==> src/rtl/mapa_bank_writer.sv <==
// mapa_bank_writer: eight-row map bank with a valid/ready write port and self-timed clear
module mapa_bank_writer #(
  parameter int WIDTH = 7,
  parameter logic [WIDTH-1:0] CLEAR_VAL = '0
) (
  input  logic             clk,
  input  logic             rst_n,
  input  logic             wr_valid,
  output logic             wr_ready,
  input  logic [WIDTH-1:0] wr_data,
  input  logic [2:0]       wr_addr,
  input  logic             wr_auto,
  input  logic             clear,
  output logic             busy,
  output logic             fill_done,
  output logic [2:0]       ptr,
  output logic [WIDTH-1:0] mapa0,
  output logic [WIDTH-1:0] mapa1,
  output logic [WIDTH-1:0] mapa2,
  output logic [WIDTH-1:0] mapa3,
  output logic [WIDTH-1:0] mapa4,
  output logic [WIDTH-1:0] mapa5,
  output logic [WIDTH-1:0] mapa6,
  output logic [WIDTH-1:0] mapa7
);
  typedef enum logic {IDLE, CLEAR} state_t;
  state_t state;
  logic [2:0] cidx;
  logic [WIDTH-1:0] rows [8];
  assign wr_ready = rst_n && state == IDLE && !clear;
  assign busy = state == CLEAR;
  assign {mapa0, mapa1, mapa2, mapa3} = {rows[0], rows[1], rows[2], rows[3]};
  assign {mapa4, mapa5, mapa6, mapa7} = {rows[4], rows[5], rows[6], rows[7]};
  always_ff @(posedge clk or negedge rst_n) begin
    if (!rst_n) begin
      for (int i = 0; i < 8; i++) rows[i] <= '0;
      state <= IDLE;
      cidx <= '0;
      ptr <= '0;
      fill_done <= 1'b0;
    end else begin
      fill_done <= 1'b0;
      if (state == IDLE) begin
        // clear has priority over a same-cycle write
        if (clear) begin
          state <= CLEAR;
          cidx <= '0;
        end else if (wr_valid) begin
          rows[wr_auto ? ptr : wr_addr] <= wr_data;
          if (wr_auto) begin
            ptr <= ptr + 3'd1;
            fill_done <= ptr == 3'd7;
          end
        end
      end else begin
        rows[cidx] <= CLEAR_VAL;
        cidx <= cidx + 3'd1;
        if (cidx == 3'd7) begin
          ptr <= '0;
          state <= IDLE;
        end
      end
    end
  end
endmodule

==> config.mk <==
export PLATFORM = sky130hd
export DESIGN_NAME = mapa_bank_writer
export DESIGN_NICKNAME = d
export VERILOG_FILES = /design/src/rtl/mapa_bank_writer.sv
export SDC_FILE = /design/constraint.sdc
export NUM_CORES = 1
export LEC_CHECK = 0
export CORE_MARGIN = 5
export CORE_UTILIZATION = 50
export CTS_BUF_LIST = sky130_fd_sc_hd__clkbuf_2
export DETAILED_ROUTE_END_ITERATION = 8
export PLACE_DENSITY_LB_ADDON = 0.3
export SLEW_MARGIN = 25
export SYNTH_ARGS = -nofsm -noshare
export SYNTH_HDL_FRONTEND = slang
export SYNTH_SLANG_ARGS = --single-unit
==> constraint.sdc <==
create_clock -name clk -period 1.9 [get_ports clk]
set_clock_uncertainty 0.1 [all_clocks]
set_input_delay 0.19 -clock clk [delete_from_list [all_inputs] [get_ports clk]]
set_output_delay 0.19 -clock clk [all_outputs]
set_load 0.01 [all_outputs]
# Word level (Yosys, flattened, before mapping)
# Cells that the tools add are included.
[op_classes]
reduce_logical = 10
n_bitwise = 5
n_eq_ne = 4
n_addsub = 2
muxes = 23
magnitude_cmp = 4
[ops]
columns = ["operator", "n"]
rows = [
  ["$mux W56", 3],
  ["$and A56 B56 Y56", 1],
  ["$bwmux W56", 1],
  ["$not A56 Y56", 1],
  ["$demux W7 S3", 2],
  ["$mux W3", 8],
  ["$mux W7", 2],
  ["$ge A4 B4 Y1 const B", 2],
  ["$lt A4 B1 Y1 const B", 2],
  ["$not A3 Y4", 2],
  ["$mux W1", 7],
  ["$add A3 B1 Y3 const B", 2],
  ["$eq A3 B3 Y1 const B", 2],
  ["$reduce_bool A2 Y1", 3],
  ["$logic_and A1 B1 Y1", 4],
  ["$ne A2 B1 Y1 const B", 2],
  ["$reduce_and A4 Y1", 1],
  ["$reduce_and A2 Y1", 1],
  ["$logic_not A1 Y1", 1],
  ["$not A1 Y1", 1],
]
[totals]
ff_bits = 64
wordCells = 60
input_bits = 15

# Longest topological paths before layout
# Gate-level depths: netlist (run 1).
[logic_depth]
word_depth = 10
mapped_depth = 5
mapped_depth_nobuf = 5

# Worst setup path after synthesis (run 1)
# OpenSTA, ideal clock, no wires.
[synth_timing]
path_type = "reg2reg"
start = "register state (netlist: busy)"
end = "register rows, in the netlist mapa6[0]"
setup_slack_ns = 0.170
n_path_buf = 1
stages_incl_launch_ff = 5
required_ns = 1.721
arrival_time_ns = 1.550
setup_time_ns = 0.079
path_cell_list = "dfrtp_1 > buf_6 > or3b_4 > a211oi_4 > mux2i_1"
[synth_via]
elab_chain_cells = 2
[synth_rtl]
columns = ["element", "line_no", "source"]
rows = [
  ["start: declaration", "27", "state_t state;"],
  ["start signal: assignment", "37", "state <= IDLE;"],
  ["start signal: assignment", "46", "state <= CLEAR;"],
  ["start signal: assignment", "60", "state <= IDLE;"],
  ["$ne A2 B1 Y1 (no source line) / $reduce_bool A2 Y1 (equally long branches)", "--", ""],
  ["$reduce_and A2 Y1 (no source line)", "--", ""],
  ["end signal: indexed assignment", "49", "rows[wr_auto ? ptr : wr_addr] <= wr_data;"],
  ["end: declaration", "29", "logic [WIDTH-1:0] rows [8];"],
]
# Parallel ways exist; a longest one is shown, timed or not.
# A chain may end at the register's enable or synchronous reset.

# Final worst setup path (run 1)
[layout_timing]
start = "register state (netlist: busy)"
end = "register rows, in the netlist mapa6[4]"
# Same word-level chain as after synthesis.

==> parameters.txt, run 1 <==
Parameter                              Value

Drt
  Total via count in the routed design    around 2200
  Detailed-route vias per instance    5.17
  Violation count after the first detailed-route iteration    113
  Number of DRC violations after detailed routing    0
  DRT Wirelength    7.09 mm
  DRT Pass-1 Iters    4
  Mean routed wirelength per cell    17.0 um
  Number of nets with antenna violations after detailed routing    0

Global routing
  Grt total ovfl    0
  Routing usage on met1    26.1%
  Number of global-route vias before repair    2322
  First-pass GRT wire length    11.6 mm
  GRT met3 Usage    under 10%
  GRT busiest layer    met2
  All-layer global routing usage    20.2%
  Number of antenna violations at the first check in global routing    0
  Maximum number of pins on one net before global-route repair    65
  M2 GR Usage    about a third

Layout
  Most frequent cells in the layout    sky130_fd_sc_hd__clkdlybuf4s50_1 (73), sky130_fd_sc_hd__nand2_1 (61), sky130_fd_sc_hd__dfrtp_1 (60)
  Area Overhead vs Synth    39.0%
  Combined area of the multi-input logic cells    about 0.0012 mm^2
  Total of fill cells in the finished design    442
  Antenna diode count    0
  Nets@finish    around 360
  Leading cell type in the layout, fill and taps excluded    sky130_fd_sc_hd__clkdlybuf4s50_1
  Register area    0.00161 mm^2
  Proportion of layout cells with a drive suffix above 1    15.4%

Timing
  Setup violators final    0
  Hold_ws    between 0.3 and 0.4 ns
  Setup slack of the critical path after layout    0.0647 ns
  Final Hold Violating Endpoints    0
  RSZ-0062 raised after global routing    false
  Shortest period the worst path allows    1.84 ns
  Worst Max-Slew Pin Slew    0.802 ns
  Part of the cycle the worst path needs    a little over nine tenths
  Final-report max-slew violation count    0
  Setup TNS    0 ns
  Maximum operating frequency    545 MHz
  Worst-case headroom to the max-slew limit    46.5%

CTS
  Number of sinks handled by clock tree synthesis    64
  Clock Latency Late Sink    about 0.50 ns
  CTS buffer count    9
  H-tree depth    3
  Maximum clock path buffer count    2
  Clock input transition at the sequential cells of the worst setup and hold paths    0.18 ns
  CTS Root Cell    sky130_fd_sc_hd__clkbuf_2
  TritonCTS clock tree    yes

Yosys
  Most area-consuming cells after synthesis    sky130_fd_sc_hd__dfrtp_1 (55%), sky130_fd_sc_hd__mux2i_1 (19%), sky130_fd_sc_hd__nand2_1 (7.9%)
  Cell type contributing the most total cell area after synthesis    sky130_fd_sc_hd__dfrtp_1
  Area share of the largest cell type after synthesis    55.2%
  Seq cells post-synth    64
  Synthesized area divided by synthesized cell count    12.0 um^2
  Number of distinct library cell variants in the gate-level netlist after synthesis    33
  Count of mapped cells out of synthesis    approximately 240
  Proportion of synthesized chip area in sequential cells    between 50% and 60%
  Cell area after technology mapping    around 0.0029 mm^2
  Number of warnings issued by yosys    0
  Syn Nets    261

Floorplan
  Number of standard-cell rows in the floorplan    27
  I/O pin cnt    77
  Vertical die dimension    about 86 um
  Chip Width    86.2 um
  Core Box Area    0.00557 mm^2
  Area of the die    0.00742 mm^2
  Effective utilization at floorplan    52.0%

Worst setup path
  Arrival time of data at the critical path endpoint    2.16 ns
  Category of the worst setup path capture point    register
  Peak fanout along the critical path    13
  Slowest cell on crit path    sky130_fd_sc_hd__dfrtp_2
  Required @ worst endpoint    2.22 ns
  Worst Setup Start Kind    register
  Slowest Stage Delay on Critical Path    0.46 ns
  Critical Setup Path Class    register to register
  Chain of cells forming the critical path    buf_4 > or3b_4 > a211oi_4 > buf_12 > mux2i_1

Pwr
  Final Total Pwr    5.07 mW
  Leakage power of the design    2.04 nW
  Max VDD drop    0.845 mV
  Power density relative to cell area    1260 mW/mm^2

Placement
  Estimated wirelength of the detail-placed design    4.92 mm
  Number of I/O port buffers    76
  GPL Wtd Cong    0.778
  Post-place setup slack    -0.203 ns

Hold path
  Hold WC Path Type    input pin to async pin

Run status
  Run status    completed

Flow run
  Max-cap violations    0
## path summary, 6_finish.rpt
kind,from,endpoint,slack (ns),cells after the start
max in group asynchronous,rst_n,ptr[1],0.81,3
hold reg to reg,mapa3[3],mapa3[3],0.44,2
hold / removal,rst_n,cidx[2],0.33,3
min in group clk,wr_data[6],mapa7[6],0.36,3
setup reg to reg,busy,mapa6[4],0.06,5
setup / recovery,busy,mapa6[4],0.06,5
## registers in the layout (all words and copies together), names as in the netlist, 3 cells and up
register	count
mapa2	7
mapa7	7
mapa0	7
ptr	3
mapa3	7
mapa4	7
mapa1	7
mapa6	7
mapa5	7
cidx	3
## kinds of logic after synthesis
family,share of synthesized area [%]
and+or+nand+nor,14.5
DFF,55.2
buffers and inverters,2.42
AOI/OAI and AO/OA,5.31
adders and majority gates,1.73
muxes,20.6
xor gates and xnor gates,0.302
## synth_stat cells
| cell type | number |
|---|---|
| sky130_fd_sc_hd__or4bb_1 | 2 |
| sky130_fd_sc_hd__dfrtp_1 | 64 |
| sky130_fd_sc_hd__nand4b_1 | 3 |
| sky130_fd_sc_hd__nand2b_1 | 1 |
| sky130_fd_sc_hd__nor4bb_1 | 1 |
| sky130_fd_sc_hd__clkbuf_1 | 6 |
| sky130_fd_sc_hd__mux2i_1 | 56 |
| sky130_fd_sc_hd__nor3b_1 | 3 |
| sky130_fd_sc_hd__and3b_1 | 2 |
| sky130_fd_sc_hd__mux2i_2 | 1 |
| sky130_fd_sc_hd__ha_1 | 4 |
| sky130_fd_sc_hd__or4b_2 | 1 |
| sky130_fd_sc_hd__a21oi_1 | 1 |
| sky130_fd_sc_hd__nor2_1 | 1 |
| sky130_fd_sc_hd__o211ai_2 | 6 |
| sky130_fd_sc_hd__mux2_2 | 2 |
| sky130_fd_sc_hd__nand4_1 | 1 |
| sky130_fd_sc_hd__xnor2_1 | 1 |
| sky130_fd_sc_hd__a22o_1 | 2 |
| sky130_fd_sc_hd__a211oi_4 | 2 |
| sky130_fd_sc_hd__nand3b_1 | 1 |
| sky130_fd_sc_hd__nand3_1 | 1 |
| sky130_fd_sc_hd__nor3b_2 | 1 |
| sky130_fd_sc_hd__or3b_4 | 1 |
| sky130_fd_sc_hd__nand2_1 | 61 |
| sky130_fd_sc_hd__o22ai_1 | 1 |
| sky130_fd_sc_hd__inv_1 | 7 |
| sky130_fd_sc_hd__buf_2 | 2 |
| sky130_fd_sc_hd__nand4bb_1 | 1 |
| sky130_fd_sc_hd__buf_6 | 1 |
| sky130_fd_sc_hd__o21ai_0 | 2 |
| sky130_fd_sc_hd__and2_1 | 2 |
| sky130_fd_sc_hd__nor3_1 | 1 |
## timing repair
| action | 4_1_cts | 5_1_grt |
|---|---|---|
| endpoints found under the hold margin | 64 | 0 |
| buffers inserted | 1 | 0 |
| setup endpoints to repair | 2 | 3 |
| hold buffers | 1 | 0 |
| resized for setup | 4 | 3 |
## worst max-delay path: cells and delay by family, from the launching register on
family / cells / cell delay [ns]
compound gates: 1 / 0.23
simple gates: 1 / 0.44
mux: 1 / 0.19
buf+inv: 2 / 0.36
flops: 1 / 0.46
## power breakdown
group,internal [mW],switching (mW)
clock,0.447,0.475
sequential,1.78,0.322
combinational,1.12,0.930
## per-stage QoR
stage	instances	area [um^2]	util, %
2_1_floorplan	242	2900	-
6_report	416	4030	72.3
3_5_place_dp	398	3880	69.6
5_1_grt	416	4030	72.3
4_1_cts	416	4030	72.3
3_3_place_gp	398	3880	69.6
## metal layers
metal,vias up,wire (um)
li1,1031,-
met1,1040,3190
met2,66,3350
met4,0,100
met3,14,452
met5,-,0
## area by class of cell
type / instances / share of cell area (%)
timing repair buffer: 95 / 23.5
clock buffer: 12 / 1.49
sequential: 64 / 39.9
inverter: 7 / 0.652
clock inverter: 4 / 1.71
multi-input combinational: 162 / 30.5
tap: 72 / 2.23
Power figures use the tool's default switching activity.
==> run 2, diff against run 1 <==
- CORE_MARGIN: 5 -> 3
==> run 2 against run 1 <==
Net effect:
- routed wire length fell by 2.2%
- global-route usage grew 2.6 points
- power increased by 3.4%
- cell area about the same
- via count rose by 1.8%
- largest power group unchanged
- cell count is the same
- maximum frequency down 0.11%
==> parameters.txt, run 2 (synthesis gave the netlist of run 1 again) <==
Parameter                              Value

Layout
  Proportion of layout cells with a drive suffix above 1    14.8% (was 15.4%)
  Nets@finish    358 (unchanged)
  Area Overhead vs Synth    39.0% (about the same)
  Non-filler cells, final    416 (unchanged)
  Most frequent cells in the layout    sky130_fd_sc_hd__clkdlybuf4s50_1 (73), sky130_fd_sc_hd__nand2_1 (61), sky130_fd_sc_hd__dfrtp_1 (61) (was sky130_fd_sc_hd__clkdlybuf4s50_1 (73), sky130_fd_sc_hd__nand2_1 (61), sky130_fd_sc_hd__dfrtp_1 (60))
  Antenna diode count    0 (unchanged)
  Leading cell type in the layout, fill and taps excluded    sky130_fd_sc_hd__clkdlybuf4s50_1 (unchanged)

Worst setup path
  Arrival time of data at the critical path endpoint    1.55 ns (was 2.16 ns)
  Slowest cell on crit path    sky130_fd_sc_hd__clkdlybuf4s50_1 (was sky130_fd_sc_hd__dfrtp_2)
  Count of buffering cells on the critical path with inverters included    1 (was 2)
  Required @ worst endpoint    1.61 ns (was 2.22 ns)
  Chain of cells forming the critical path    clkdlybuf4s50_1 (was buf_4 > or3b_4 > a211oi_4 > buf_12 > mux2i_1)
  Peak fanout along the critical path    7 (was 13)
  Largest delay share family, worst path    buffers and inverters (was flip-flops)
  Worst Setup Start Kind    register (unchanged)
  Critical Setup Path Class    register to output pin (was register to register)
  Category of the worst setup path capture point    output pin (was register)
  Slowest Stage Delay on Critical Path    0.58 ns (was 0.46 ns)

Timing
  Final-report max-slew violation count    0 (unchanged)
  Part of the cycle the worst path needs    96.7% (was 96.6%)
  Final Hold Violating Endpoints    0 (unchanged)
  Shortest period the worst path allows    1.84 ns (about the same)
  Worst-case headroom to the max-slew limit    47.9% (was 46.5%)
  Setup violators final    0 (unchanged)
  Maximum operating frequency    544 MHz (was 545 MHz)
  Worst Max-Slew Pin Slew    0.782 ns (was 0.802 ns)
  RSZ-0062 raised after global routing    false (unchanged)

CTS
  Number of sinks handled by clock tree synthesis    64 (unchanged)
  CTS buffer count    9 (unchanged)
  H-tree depth    3 (unchanged)
  Maximum clock path buffer count    2 (unchanged)
  Clock input transition at the sequential cells of the worst setup and hold paths    0.18 ns (about the same)
  TritonCTS clock tree    yes (unchanged)
  Clock Latency Late Sink    0.49 ns (was 0.50 ns)
  CTS Root Cell    sky130_fd_sc_hd__clkbuf_2 (unchanged)

Drt
  Mean routed wirelength per cell    16.7 um (was 17.0 um)
  Violation count after the first detailed-route iteration    154 (was 113)
  Detailed-route vias per instance    5.26 (was 5.17)
  DRT Wirelength    6.93 mm (was 7.09 mm)
  DRT Pass-1 Iters    4 (unchanged)
  Number of nets with antenna violations after detailed routing    0 (unchanged)
  Number of DRC violations after detailed routing    0 (unchanged)
  Total via count in the routed design    2189 (was 2151)

Run status
  Run status    completed (unchanged)

Floorplan
  Number of standard-cell rows in the floorplan    27 (unchanged)
  Area of the die    0.00675 mm^2 (was 0.00742 mm^2)
  Vertical die dimension    82.2 um (was 86.2 um)
  I/O pin cnt    77 (unchanged)
  Effective utilization at floorplan    52.0% (unchanged)
  Core Box Area    0.00557 mm^2 (unchanged)
  Chip Width    82.2 um (was 86.2 um)

Placement
  DP Cell Count    398 (unchanged)
  Number of I/O port buffers    76 (unchanged)
  Estimated wirelength of the detail-placed design    4.89 mm (was 4.92 mm)
  GPL Wtd Cong    0.758 (was 0.778)

Global routing
  Number of global-route vias before repair    2304 (was 2322)
  Grt total ovfl    0 (unchanged)
  Maximum number of pins on one net before global-route repair    65 (unchanged)
  First-pass GRT wire length    11.3 mm (was 11.6 mm)
  Number of antenna violations at the first check in global routing    0 (unchanged)
  All-layer global routing usage    22.9% (was 20.2%)

Flow run
  Max-cap violations    0 (unchanged)

Pwr
  Power density relative to cell area    1300 mW/mm^2 (was 1260 mW/mm^2)
  Final Total Pwr    5.24 mW (was 5.07 mW)
  Leakage power of the design    2.03 nW (was 2.04 nW)
  Max VDD drop    0.987 mV (was 0.845 mV)

Hold path
  Hold WC Path Type    input pin to async pin (unchanged)
==> run 2: cell types whose count changed in the layout (fill, tap and decap cells not counted) <==
cell                         change
sky130_fd_sc_hd__clkinvlp_4      +2
sky130_fd_sc_hd__nor2_2          -1
sky130_fd_sc_hd__dfrtp_1         +1
sky130_fd_sc_hd__nor2_1          +1
sky130_fd_sc_hd__clkbuf_2        -2
sky130_fd_sc_hd__dfrtp_2         -1
==> run 2: routing by layer <==
layer	vias to the layer above	global-route usage, %	wire length [um]
li1	1035	-	-
met1	1076	31.1	3210
met2	68	35.1	3250
met3	10	5.42	350
met4	0	9.97	123
met5	-	0	0
==> run 2: final timing paths <==
check	cells after the start	end	slack, ns	startpoint
worst max-delay path	1	ptr[1]	0.06	ptr[1]
worst min-delay path	3	mapa2[5]	0.33	rst_n
worst max register to register	5	mapa6[6]	0.12	busy
worst min register to register	2	mapa2[4]	0.44	mapa2[4]
max in group asynchronous	3	busy	0.80	rst_n
min in group clk	3	mapa5[3]	0.39	wr_data[3]
==> run 2: layout make-up <==
type | instances | area [um^2]
clock buffer | 10 | 50.0
clock inverter | 6 | 83.8
fill | 412 | 1540
inverter | 7 | 26.3
multi-input combinational | 162 | 1230
sequential | 64 | 1610
tap | 72 | 90.1
timing repair buffer | 95 | 948
==> run 2: report_power, final <==
group	leakage, nW	internal (mW)	total [mW]	switching [mW]
logic	1.09	1.19	2.15	0.964
clock network	0.0756	0.434	0.919	0.485
registers	0.863	1.81	2.17	0.361
total	2.03	3.43	5.24	1.81
==> run 2: worst min-delay path, cell delays in order <==
cell	delay, ns
sky130_fd_sc_hd__dlygate4sd3_1	0.53
sky130_fd_sc_hd__buf_2	0.13
sky130_fd_sc_hd__buf_4	0.61
==> run 2: through the flow <==
step	setup TNS (ns)	utilization [%]	setup WS [ns]	instance area [um^2]	hold slack, ns
finish	0	72.3	0.0627	4030	0.333
global route	0	72.3	0.00672	4030	0.381
CTS	0	72.3	0.0360	4030	0.329
detailed placement	-8.07	69.6	-0.209	3880	0.346
global placement	-5.57	69.6	-0.136	3880	0.356
floorplan	0	-	0.170	2900	-0.206
==> run 2: repair_timing <==
| action | CTS | global route |
|---|---|---|
| endpoints found under the hold margin | 64 | 0 |
| hold buffers | 1 | 0 |
| buffers inserted | 1 | 0 |
| setup endpoints to repair | 3 | 1 |
| resized for setup | 4 | 1 |
| pin swaps | 0 | 0 |
